`config.mk`:
```
export PLATFORM = sky130hd
export DESIGN_NAME = lu_cmd_issuer_flat
export DESIGN_NICKNAME = d
export VERILOG_FILES = /design/src/rtl/lu_cmd_issuer_if.sv /design/src/rtl/lu_cmd_issuer.sv /design/src/flat_wrapper.sv
export SDC_FILE = /design/constraint.sdc
export NUM_CORES = 1
export LEC_CHECK = 0
export CORE_AREA = 2 2 82 92
export CTS_CLUSTER_SIZE = 28
export DETAILED_ROUTE_END_ITERATION = 8
export DIE_AREA = 0 0 84 94
export PLACE_DENSITY = 0.81
export SLEW_MARGIN = 10
export SYNTH_ARGS = -nofsm -noshare
export SYNTH_HDL_FRONTEND = slang
export SYNTH_SLANG_ARGS = --single-unit
```
`constraint.sdc`:
```
create_clock -name clk -period 2.6 [get_ports clk]
set_input_delay 0.26 -clock clk [delete_from_list [all_inputs] [get_ports clk]]
set_output_delay 0.26 -clock clk [all_outputs]
set_load 0.02 [all_outputs]
```
`src/rtl/lu_cmd_issuer_if.sv`:
```
// Request/response handshake bundle between a host and the LU command issuer.
// The host side is the master; the issuer is the slave.
interface lu_cmd_issuer_if #(
  parameter int WIDTH = 4,
  parameter int TAG_W = 2
) ();
  logic             req_valid;
  logic             req_ready;
  logic [WIDTH-1:0] req_a;
  logic [WIDTH-1:0] req_b;
  logic [1:0]       req_op;
  logic [TAG_W-1:0] req_tag;

  logic             rsp_valid;
  logic             rsp_ready;
  logic [WIDTH-1:0] rsp_x;
  logic [TAG_W-1:0] rsp_tag;
  logic             rsp_err;

  modport master (
    output req_valid, req_a, req_b, req_op, req_tag,
    input  req_ready,
    input  rsp_valid, rsp_x, rsp_tag, rsp_err,
    output rsp_ready
  );

  modport slave (
    input  req_valid, req_a, req_b, req_op, req_tag,
    output req_ready,
    output rsp_valid, rsp_x, rsp_tag, rsp_err,
    input  rsp_ready
  );
endinterface

```
`src/rtl/lu_cmd_issuer.sv`:
```
// Host wrapper for the 4-bit logic unit: queues requests, drives the LU one at a time,
// returns tagged results and flags any result that disagrees with the golden opcode map.
module lu_cmd_issuer #(
  parameter int WIDTH = 4,
  parameter int DEPTH = 4,
  parameter int TAG_W = 2
) (
  input  logic             clk,
  input  logic             rst,
  lu_cmd_issuer_if.slave   bus,
  output logic [WIDTH-1:0] lu_a,
  output logic [WIDTH-1:0] lu_b,
  output logic [1:0]       lu_c,
  input  logic [WIDTH-1:0] lu_x,
  output logic [7:0]       err_count,
  output logic             busy
);

  localparam int PTR_W = $clog2(DEPTH);
  localparam int CNT_W = $clog2(DEPTH) + 1;

  typedef enum logic [1:0] {
    IDLE  = 2'd0,
    DRIVE = 2'd1,
    RESP  = 2'd2
  } state_t;

  state_t state_reg, state_next;

  logic [WIDTH-1:0] mem_a   [DEPTH];
  logic [WIDTH-1:0] mem_b   [DEPTH];
  logic [1:0]       mem_op  [DEPTH];
  logic [TAG_W-1:0] mem_tag [DEPTH];

  logic [PTR_W-1:0] wr_ptr_reg, rd_ptr_reg;
  logic [CNT_W-1:0] count_reg, count_next;

  logic [WIDTH-1:0] lu_a_reg, lu_b_reg;
  logic [1:0]       lu_c_reg;
  logic [TAG_W-1:0] tag_reg;
  logic [WIDTH-1:0] exp_reg;

  logic             rsp_valid_reg;
  logic [WIDTH-1:0] rsp_x_reg;
  logic [TAG_W-1:0] rsp_tag_reg;
  logic             rsp_err_reg;
  logic [7:0]       err_count_reg;

  logic full, empty, push, pop, capture, rsp_done, mismatch;

  function automatic logic [WIDTH-1:0] golden(input logic [1:0] op,
                                              input logic [WIDTH-1:0] a,
                                              input logic [WIDTH-1:0] b);
    logic [WIDTH-1:0] r;
    case (op)
      2'b00:   r = '1;
      2'b01:   r = a | b;
      2'b10:   r = '0;
      default: r = a & b;
    endcase
    return r;
  endfunction

  assign full  = (count_reg == CNT_W'(DEPTH));
  assign empty = (count_reg == '0);
  assign push  = bus.req_valid && !full;

  always_comb begin
    state_next = state_reg;
    pop        = 1'b0;
    capture    = 1'b0;
    rsp_done   = 1'b0;
    case (state_reg)
      IDLE: begin
        if (!empty) begin
          pop        = 1'b1;
          state_next = DRIVE;
        end
      end
      DRIVE: begin
        capture    = 1'b1;
        state_next = RESP;
      end
      RESP: begin
        if (bus.rsp_ready) begin
          rsp_done   = 1'b1;
          state_next = IDLE;
        end
      end
      default: state_next = IDLE;
    endcase
  end

  always_comb begin
    count_next = count_reg;
    case ({push, pop})
      2'b10:   count_next = count_reg + CNT_W'(1);
      2'b01:   count_next = count_reg - CNT_W'(1);
      default: count_next = count_reg;
    endcase
  end

  assign mismatch = (lu_x != exp_reg);

  always_ff @(posedge clk) begin
    if (rst) begin
      state_reg <= IDLE;
    end else begin
      state_reg <= state_next;
    end
  end

  // Storage carries no reset; validity is tracked solely by the pointers and count.
  always_ff @(posedge clk) begin
    if (push) begin
      mem_a[wr_ptr_reg]   <= bus.req_a;
      mem_b[wr_ptr_reg]   <= bus.req_b;
      mem_op[wr_ptr_reg]  <= bus.req_op;
      mem_tag[wr_ptr_reg] <= bus.req_tag;
    end
  end

  always_ff @(posedge clk) begin
    if (rst) begin
      wr_ptr_reg <= '0;
      rd_ptr_reg <= '0;
      count_reg  <= '0;
    end else begin
      if (push) wr_ptr_reg <= wr_ptr_reg + 1'b1;
      if (pop)  rd_ptr_reg <= rd_ptr_reg + 1'b1;
      count_reg <= count_next;
    end
  end

  always_ff @(posedge clk) begin
    if (rst) begin
      lu_a_reg <= '0;
      lu_b_reg <= '0;
      lu_c_reg <= 2'b00;
      tag_reg  <= '0;
      exp_reg  <= '0;
    end else if (pop) begin
      lu_a_reg <= mem_a[rd_ptr_reg];
      lu_b_reg <= mem_b[rd_ptr_reg];
      lu_c_reg <= mem_op[rd_ptr_reg];
      tag_reg  <= mem_tag[rd_ptr_reg];
      exp_reg  <= golden(mem_op[rd_ptr_reg], mem_a[rd_ptr_reg], mem_b[rd_ptr_reg]);
    end
  end

  // Response fields only change on capture, so they stay frozen while the consumer stalls.
  always_ff @(posedge clk) begin
    if (rst) begin
      rsp_valid_reg <= 1'b0;
      rsp_x_reg     <= '0;
      rsp_tag_reg   <= '0;
      rsp_err_reg   <= 1'b0;
      err_count_reg <= '0;
    end else begin
      if (capture) begin
        rsp_valid_reg <= 1'b1;
        rsp_x_reg     <= lu_x;
        rsp_tag_reg   <= tag_reg;
        rsp_err_reg   <= mismatch;
        if (mismatch && (err_count_reg != 8'hFF)) begin
          err_count_reg <= err_count_reg + 8'd1;
        end
      end else if (rsp_done) begin
        rsp_valid_reg <= 1'b0;
      end
    end
  end

  assign bus.req_ready = !full;
  assign bus.rsp_valid = rsp_valid_reg;
  assign bus.rsp_x     = rsp_x_reg;
  assign bus.rsp_tag   = rsp_tag_reg;
  assign bus.rsp_err   = rsp_err_reg;

  assign lu_a      = lu_a_reg;
  assign lu_b      = lu_b_reg;
  assign lu_c      = lu_c_reg;
  assign err_count = err_count_reg;
  assign busy      = (state_reg != IDLE) || !empty;

endmodule

```
`src/flat_wrapper.sv`:
```
// flat-port wrapper written by rule: the top's interface ports become plain ports
module lu_cmd_issuer_flat 
#(
  parameter int WIDTH = 4,
  parameter int DEPTH = 4,
  parameter int TAG_W = 2
)
  (clk, rst, lu_a, lu_b, lu_c, lu_x, err_count, busy, bus_req_valid, bus_req_a, bus_req_b, bus_req_op, bus_req_tag, bus_req_ready, bus_rsp_valid, bus_rsp_x, bus_rsp_tag, bus_rsp_err, bus_rsp_ready);
  lu_cmd_issuer_if #(.WIDTH(WIDTH), .TAG_W(TAG_W)) bus_i ();
  input  logic clk;
  input  logic rst;
  output logic [WIDTH-1:0] lu_a;
  output logic [WIDTH-1:0] lu_b;
  output logic [1:0] lu_c;
  input  logic [WIDTH-1:0] lu_x;
  output logic [7:0] err_count;
  output logic busy;
  input wire logic [$bits(bus_i.req_valid)-1:0] bus_req_valid;
  input wire logic [$bits(bus_i.req_a)-1:0] bus_req_a;
  input wire logic [$bits(bus_i.req_b)-1:0] bus_req_b;
  input wire logic [$bits(bus_i.req_op)-1:0] bus_req_op;
  input wire logic [$bits(bus_i.req_tag)-1:0] bus_req_tag;
  output wire logic [$bits(bus_i.req_ready)-1:0] bus_req_ready;
  output wire logic [$bits(bus_i.rsp_valid)-1:0] bus_rsp_valid;
  output wire logic [$bits(bus_i.rsp_x)-1:0] bus_rsp_x;
  output wire logic [$bits(bus_i.rsp_tag)-1:0] bus_rsp_tag;
  output wire logic [$bits(bus_i.rsp_err)-1:0] bus_rsp_err;
  input wire logic [$bits(bus_i.rsp_ready)-1:0] bus_rsp_ready;
  assign bus_i.req_valid = bus_req_valid;
  assign bus_i.req_a = bus_req_a;
  assign bus_i.req_b = bus_req_b;
  assign bus_i.req_op = bus_req_op;
  assign bus_i.req_tag = bus_req_tag;
  assign bus_req_ready = bus_i.req_ready;
  assign bus_rsp_valid = bus_i.rsp_valid;
  assign bus_rsp_x = bus_i.rsp_x;
  assign bus_rsp_tag = bus_i.rsp_tag;
  assign bus_rsp_err = bus_i.rsp_err;
  assign bus_i.rsp_ready = bus_rsp_ready;
  lu_cmd_issuer #(.WIDTH(WIDTH), .DEPTH(DEPTH), .TAG_W(TAG_W)) u_core (.clk(clk), .rst(rst), .bus(bus_i), .lu_a(lu_a), .lu_b(lu_b), .lu_c(lu_c), .lu_x(lu_x), .err_count(err_count), .busy(busy));
endmodule
```
==> results.ini, run 1 <==
[drt]
vias=2368
final_antenna_net_count=0
routed_via_density=5.48
drtIter0Drc=126
wirelength_mm=6.61
wl_per_cell_um=15.3
post-route-drc-count=0
drt_pass1_iterations=4

[critical_path]
cp-start-kind=flip-flop
r2r_slack_ps=200
worstPathArrival_ps=2690
cp_slowest_stage_delay_ps=440
reg2reg_to=u_core.count_reg[2]$_SDFFE_PP0P_
rr_startpoint=u_core.count_reg[2]$_SDFFE_PP0P_
cp_slowest_cell=or3b_1
r2r_cells=9
path_max_fanout=6
crit_type=reg2reg
cp_cell_sequence=or3b_1 -> and2_1 -> inv_2 -> ha_1 -> inv_1 -> fa_1 -> xor2_1 -> or3_1 -> a21oi_1
cp.required_ps=2890
crit_family=simple AND/OR/NAND/NOR gates
path_buf_inv=2
end_kind=flip-flop

[synthesis]
yosysSeqAreaShare_pct=62.5
syn_nets=320
synth_mux_area_share_pct=8.69
synth-seq-cells=91
yosysMostFrequentCell=edfxtp_1
synth-compound-area-share_pct=8.69
synthSimpleGateAreaFrac_pct=11.9
synthAdderAreaFrac_pct=2.58
netlist_top_cells_count=48 x edfxtp_1, 43 x dfxtp_1, 40 x nand2_1
netlist_instances=293
synth_flop_cell=edfxtp_1
syn_area_per_cell_um2=12.6
synth_top_family_by_area=simple AND/OR/NAND/NOR gates
yosysTopAreaCell=edfxtp_1
synth_top_area_share_pct=39.1
yosysUniqueCellTypes=42
synth_area_leaders=edfxtp_1 39%, dfxtp_1 23%, mux4_2 6.7%
async_flop_share_pct=0
synthXorXnorAreaFrac_pct=2.14
syn_area_um2=3680
yosys_warnings=0
synth-edff-count=48

[worst_hold_path]
whs_path_depth=2
min_path_type=reg2reg
whs_endpoint=u_core.bus.rsp_x[3]$_SDFFE_PP0P_
holdCritStartpoint=u_core.bus.rsp_x[3]$_SDFFE_PP0P_

[layout]
final_core_util_pct=63.2
final_nets=369
drive_above_1_share_pct=11.2
diodes=0
reg.largest.list=u_core.mem_a: 16 flops, u_core.mem_b: 16 flops
area_delta_synth_final_pct=18.8

[sta]
rsz0062_at_grt=false
final_max_slew_viol_count=0
clock_skew_ps=12.4
finalSetupTns_ps=0
whs_ps=458
fin_crit_ps=2400
min_period_over_period_pct=92.3
slew_headroom_pct=55.8
worst_pin_slew_ps=663
setup_viol=0
fmax_ghz=0.417
hold_viol=0

[cts]
clock-root-buffer=clkbuf_8
cts_tree=yes
cts-buffers-inserted=9
ctsResizeCount=0
htreeDepth=3
clockBufferDepth=2
clock_latency_ps=350
clkTransAtPathRegs_ps=90
hold_buffers=0
cts_setup_buffers=0
clkSinkCount=91

[die]
initial_core_util_pct=53.2
ios=48
coreArea_um2=6930
die_w_um=84
rows=32
die_height_um=94
dieArea_um2=7900

[global_routing]
grt_pass1_wl_mm=10.8
gr-total-overflow=0
antenna_found_initial=0
grt_max_degree=43
track_usage_pct=17.9
grt_pass1_vias=2293

[pwr]
power_density_nw_per_um2=1000
power_w=0.00439
ir_worst_vdd_v=0.000522
p_leak_nw=1.48

[outcome]
status=complete, no violations

[placed_design]
place_congestion=0.740
dp_hpwl_mm=4.56
port_buffers=47

[flow_run]
cap_violations=0

[per-stage QoR]
step	instances	instance area (um2)	setup slack, ps
floorplan	293	3680	252
global placement	416	4210	327
detailed placement	416	4210	228
CTS	432	4380	202
global route	432	4380	96.3
finish	432	4380	199
[layout by cell type (no fill, tap or decap), types with 3 or more instances in the layout]
| master | n |
|---|---|
| xor2_1 | 7 |
| clkdlybuf4s50_1 | 47 |
| inv_1 | 9 |
| o21ai_1 | 6 |
| or3_1 | 4 |
| buf_4 | 5 |
| clkbuf_8 | 9 |
| mux2i_1 | 5 |
| a21oi_1 | 29 |
| dfxtp_1 | 43 |
| edfxtp_1 | 48 |
| and2_1 | 5 |
| nand3_1 | 5 |
| o31ai_1 | 4 |
| and3_1 | 4 |
| ha_1 | 6 |
| mux4_2 | 11 |
| a311oi_1 | 4 |
| or4_1 | 3 |
| nor2_1 | 17 |
| nand2_1 | 40 |
| o21ai_0 | 6 |
[logic make-up (layout without fill, tap and decap cells)]
kind of cell / count (synthesis) / in the layout
simple gates: 90 / 90
mux: 18 / 18
fa+ha+maj: 7 / 7
xor+xnor: 9 / 9
compound gates: 54 / 54
flops: 91 / 91
buf+inv: 24 / 78
[worst min-delay path: cells and delay by family, from the launching register on]
kind / cells / cell delay [ps]
and+or+nand+nor: 1 / 50
DFF: 1 / 320
AOI/OAI and AO/OA: 1 / 50
[area by class of cell]
class / instances / area, um2
clock inverters: 7 / 45.0
well taps: 85 / 106
repair buffers: 52 / 508
multi-input cells: 178 / 1250
fillers: 570 / 2550
clock buffers: 9 / 124
inverters: 10 / 37.5
flip-flops and latches: 91 / 2300
[where the power goes]
part / leakage, nW / switching [W] / internal, W
Combinational: 0.600 / 0.000874 / 0.000703
Clock: 0.0907 / 0.000488 / 0.000344
Sequential: 0.792 / 0.000181 / 0.00179
Total: 1.48 / 0.00154 / 0.00284
[worst max-delay path by stage]
stage	start	cells past startpoint	to	slack, ps
2_1_floorplan	u_core.count_reg[0]$_SDFFE_PP0P_	9	u_core.count_reg[2]$_SDFFE_PP0P_	250
3_3_place_gp	u_core.count_reg[0]$_SDFFE_PP0P_	9	u_core.count_reg[2]$_SDFFE_PP0P_	330
3_5_place_dp	u_core.count_reg[2]$_SDFFE_PP0P_	9	u_core.count_reg[2]$_SDFFE_PP0P_	230
4_1_cts	u_core.count_reg[2]$_SDFFE_PP0P_	9	u_core.count_reg[2]$_SDFFE_PP0P_	200
5_1_grt	u_core.count_reg[2]$_SDFFE_PP0P_	9	u_core.count_reg[2]$_SDFFE_PP0P_	100
6_report	u_core.count_reg[2]$_SDFFE_PP0P_	9	u_core.count_reg[2]$_SDFFE_PP0P_	200
[per-layer routing]
| layer | part of all wire (%) | GRT usage (%) |
|---|---|---|
| met5 | 0 | 0 |
| met3 | 4.1 | 5.18 |
| met4 | 1.3 | 6.45 |
| met2 | 51 | 30.3 |
| met1 | 44 | 21.8 |
No activity file was read; power rests on OpenSTA's default activity.
==> run 2: changes to the inputs <==
- CORE_AREA: 2 2 82 92 -> 2 2 85 95
- CTS_BUF_LIST: not set -> sky130_fd_sc_hd__clkbuf_4
- DIE_AREA: 0 0 84 94 -> 0 0 87 97
- PLACE_DENSITY: 0.81 -> 0.79
- clock period: 2.6 -> 2.1 ns (I/O delays scaled with it)
==> results.ini, run 2 (synthesis results as in run 1) <==
[outcome]
status=finished with violations
failed_checks=negative setup slack

[cts]
clock-root-buffer=clkbuf_4
clkTransAtPathRegs_ps=130  ; +40 ps
cts_tree=yes
htreeDepth=3  ; unchanged
clock_latency_ps=420  ; +70 ps
hold_buffers=0  ; unchanged
clockBufferDepth=2  ; unchanged
clkSinkCount=91  ; unchanged
cts-buffers-inserted=9  ; unchanged

[sta]
fmax_ghz=0.470  ; +13%
setup_viol=1  ; +1
min_period_over_period_pct=101  ; +9.0 points
hold_viol=0  ; unchanged
rsz0062_at_grt=true
setup_ws_ps=-27.6  ; -227 ps
fin_crit_ps=2130  ; -273 ps
clock_skew_ps=17.4  ; +4.97 ps
slew_headroom_pct=66.4  ; +11 points
final_max_slew_viol_count=0  ; unchanged
worst_pin_slew_ps=504  ; -160 ps

[die]
ios=48  ; unchanged
dieArea_um2=8440  ; +6.9%
die_height_um=97  ; +3.2%
rows=33  ; +3.1%
coreArea_um2=7390  ; +6.7%
die_w_um=87  ; +3.6%
initial_core_util_pct=49.9  ; -3.3 points

[drt]
vias=2384  ; +0.68%
wl_per_cell_um=14.9  ; -2.7%
drt_pass1_iterations=5  ; +1
drtIter0Drc=122  ; -3.2%
routed_via_density=5.35  ; -2.5%
post-route-drc-count=0  ; unchanged
final_antenna_net_count=0  ; unchanged
wirelength_mm=6.64  ; +0.42%

[flow_run]
cap_violations=0  ; unchanged

[layout]
final_core_util_pct=60.0  ; -3.2 points
layout_commonest_cell=edfxtp_1
final_nets=381  ; +3.3%
reg.largest.list=u_core.mem_a: 16 flops, u_core.mem_b: 16 flops
fin_area_um2=4440  ; +1.3%
drive_above_1_share_pct=15.6  ; +4.4 points
layout_common_cells=48 x edfxtp_1, 46 x clkdlybuf4s50_1, 42 x dfxtp_1
diodes=0  ; unchanged
final_cells=446  ; +3.2%
area_delta_synth_final_pct=20.4

[global_routing]
grt_pass1_vias=2356  ; +2.7%
grt_pass1_wl_mm=11.1  ; +2.4%
gr-total-overflow=0  ; unchanged
antenna_found_initial=0  ; unchanged
track_usage_pct=16.7  ; -1.2 points
grt_max_degree=43  ; unchanged

[placed_design]
place_congestion=0.763  ; +3.2%
port_buffers=47  ; unchanged
place_area_um2=4310  ; +2.3%
dp_hpwl_mm=4.60  ; +0.92%
dp.cells=428  ; +2.9%

[critical_path]
cp.required_ps=2450  ; -440 ps
cp-start-kind=flip-flop
path_max_fanout=4  ; -2
crit_type=reg2reg
worstPathArrival_ps=2480  ; -210 ps
end_kind=flip-flop
r2r_slack_ps=-30  ; -230 ps

[pwr]
power_w=0.00532  ; +21%
ir_worst_vdd_v=0.000403  ; -23%
p_leak_nw=1.52  ; +2.6%
power_density_nw_per_um2=1200  ; +20%

[worst_hold_path]
min_path_type=in2reg

[run 2: cell count changes in the layout (fill, tap and decap cells not counted), moves of 2 or more]
| cell | change |
|---|---|
| clkinv_1 | +2 |
| clkbuf_4 | +10 |
| clkbuf_8 | -9 |
| inv_1 | -2 |
| buf_4 | +12 |
[run 2: area by class of cell]
type                    instances  area (um2)
fillers                       598        2960
flip-flops and latches         91        2300
multi-input cells             178        1270
repair buffers                 64         601
well taps                      87         109
clock buffers                  10        75.1
inverters                      10        40.0
clock inverters                 6        33.8
[run 2: final timing paths]
check / startpoint / to / cells after the start
max: u_core.count_reg[2]$_SDFFE_PP0P_ / u_core.count_reg[2]$_SDFFE_PP0P_ / 9
min: lu_x[3] / u_core.bus.rsp_x[3]$_SDFFE_PP0P_ / 3
max reg2reg: u_core.count_reg[2]$_SDFFE_PP0P_ / u_core.count_reg[2]$_SDFFE_PP0P_ / 9
min reg2reg: u_core.bus.rsp_x[0]$_SDFFE_PP0P_ / u_core.bus.rsp_x[0]$_SDFFE_PP0P_ / 2
[run 2: metal layers]
layer	wire length (um)	track usage, %	part of all wire [%]	up-vias
met4	128	6.85	1.9	0
met2	3200	26.9	48	55
li1	-	-	-	1193
met5	0	0	0	-
met1	3070	22.0	46	1123
met3	235	3.07	3.5	13
[run 2: where the power goes]
| group | switching (W) | internal (W) | leakage, nW |
|---|---|---|---|
| clock network | 0.000548 | 0.000248 | 0.0612 |
| registers | 0.000226 | 0.00222 | 0.792 |
| logic | 0.00111 | 0.000970 | 0.667 |
| total | 0.00188 | 0.00344 | 1.52 |
[run 2: repair_timing]
| item | in CTS | in global routing |
|---|---|---|
| cloned | 0 | 0 |
| pin swaps | 1 | 1 |
| resized for setup | 2 | 1 |
| setup endpoints to repair | 1 | 2 |
| buffers inserted | 1 | 1 |
[run 2: worst max-delay path: stages, from the launching register on]
cell     delay [ps]
dfxtp_2         370
or3b_4          390
and2_4          160
inv_4            60
ha_4            130
inv_2            30
fa_2            320
xor2_1          160
or3_1           310
a21oi_1         130
[run 2: through the flow]
stage          hold slack [ps]  setup WS (ps)  TNS [ps]
2_1_floorplan              309           1.03         0
3_3_place_gp               442           54.4         0
3_5_place_dp               448          -28.7     -28.7
4_1_cts                    389          -45.1     -45.1
5_1_grt                    400          -93.8     -93.8
6_report                   404          -27.6     -27.6
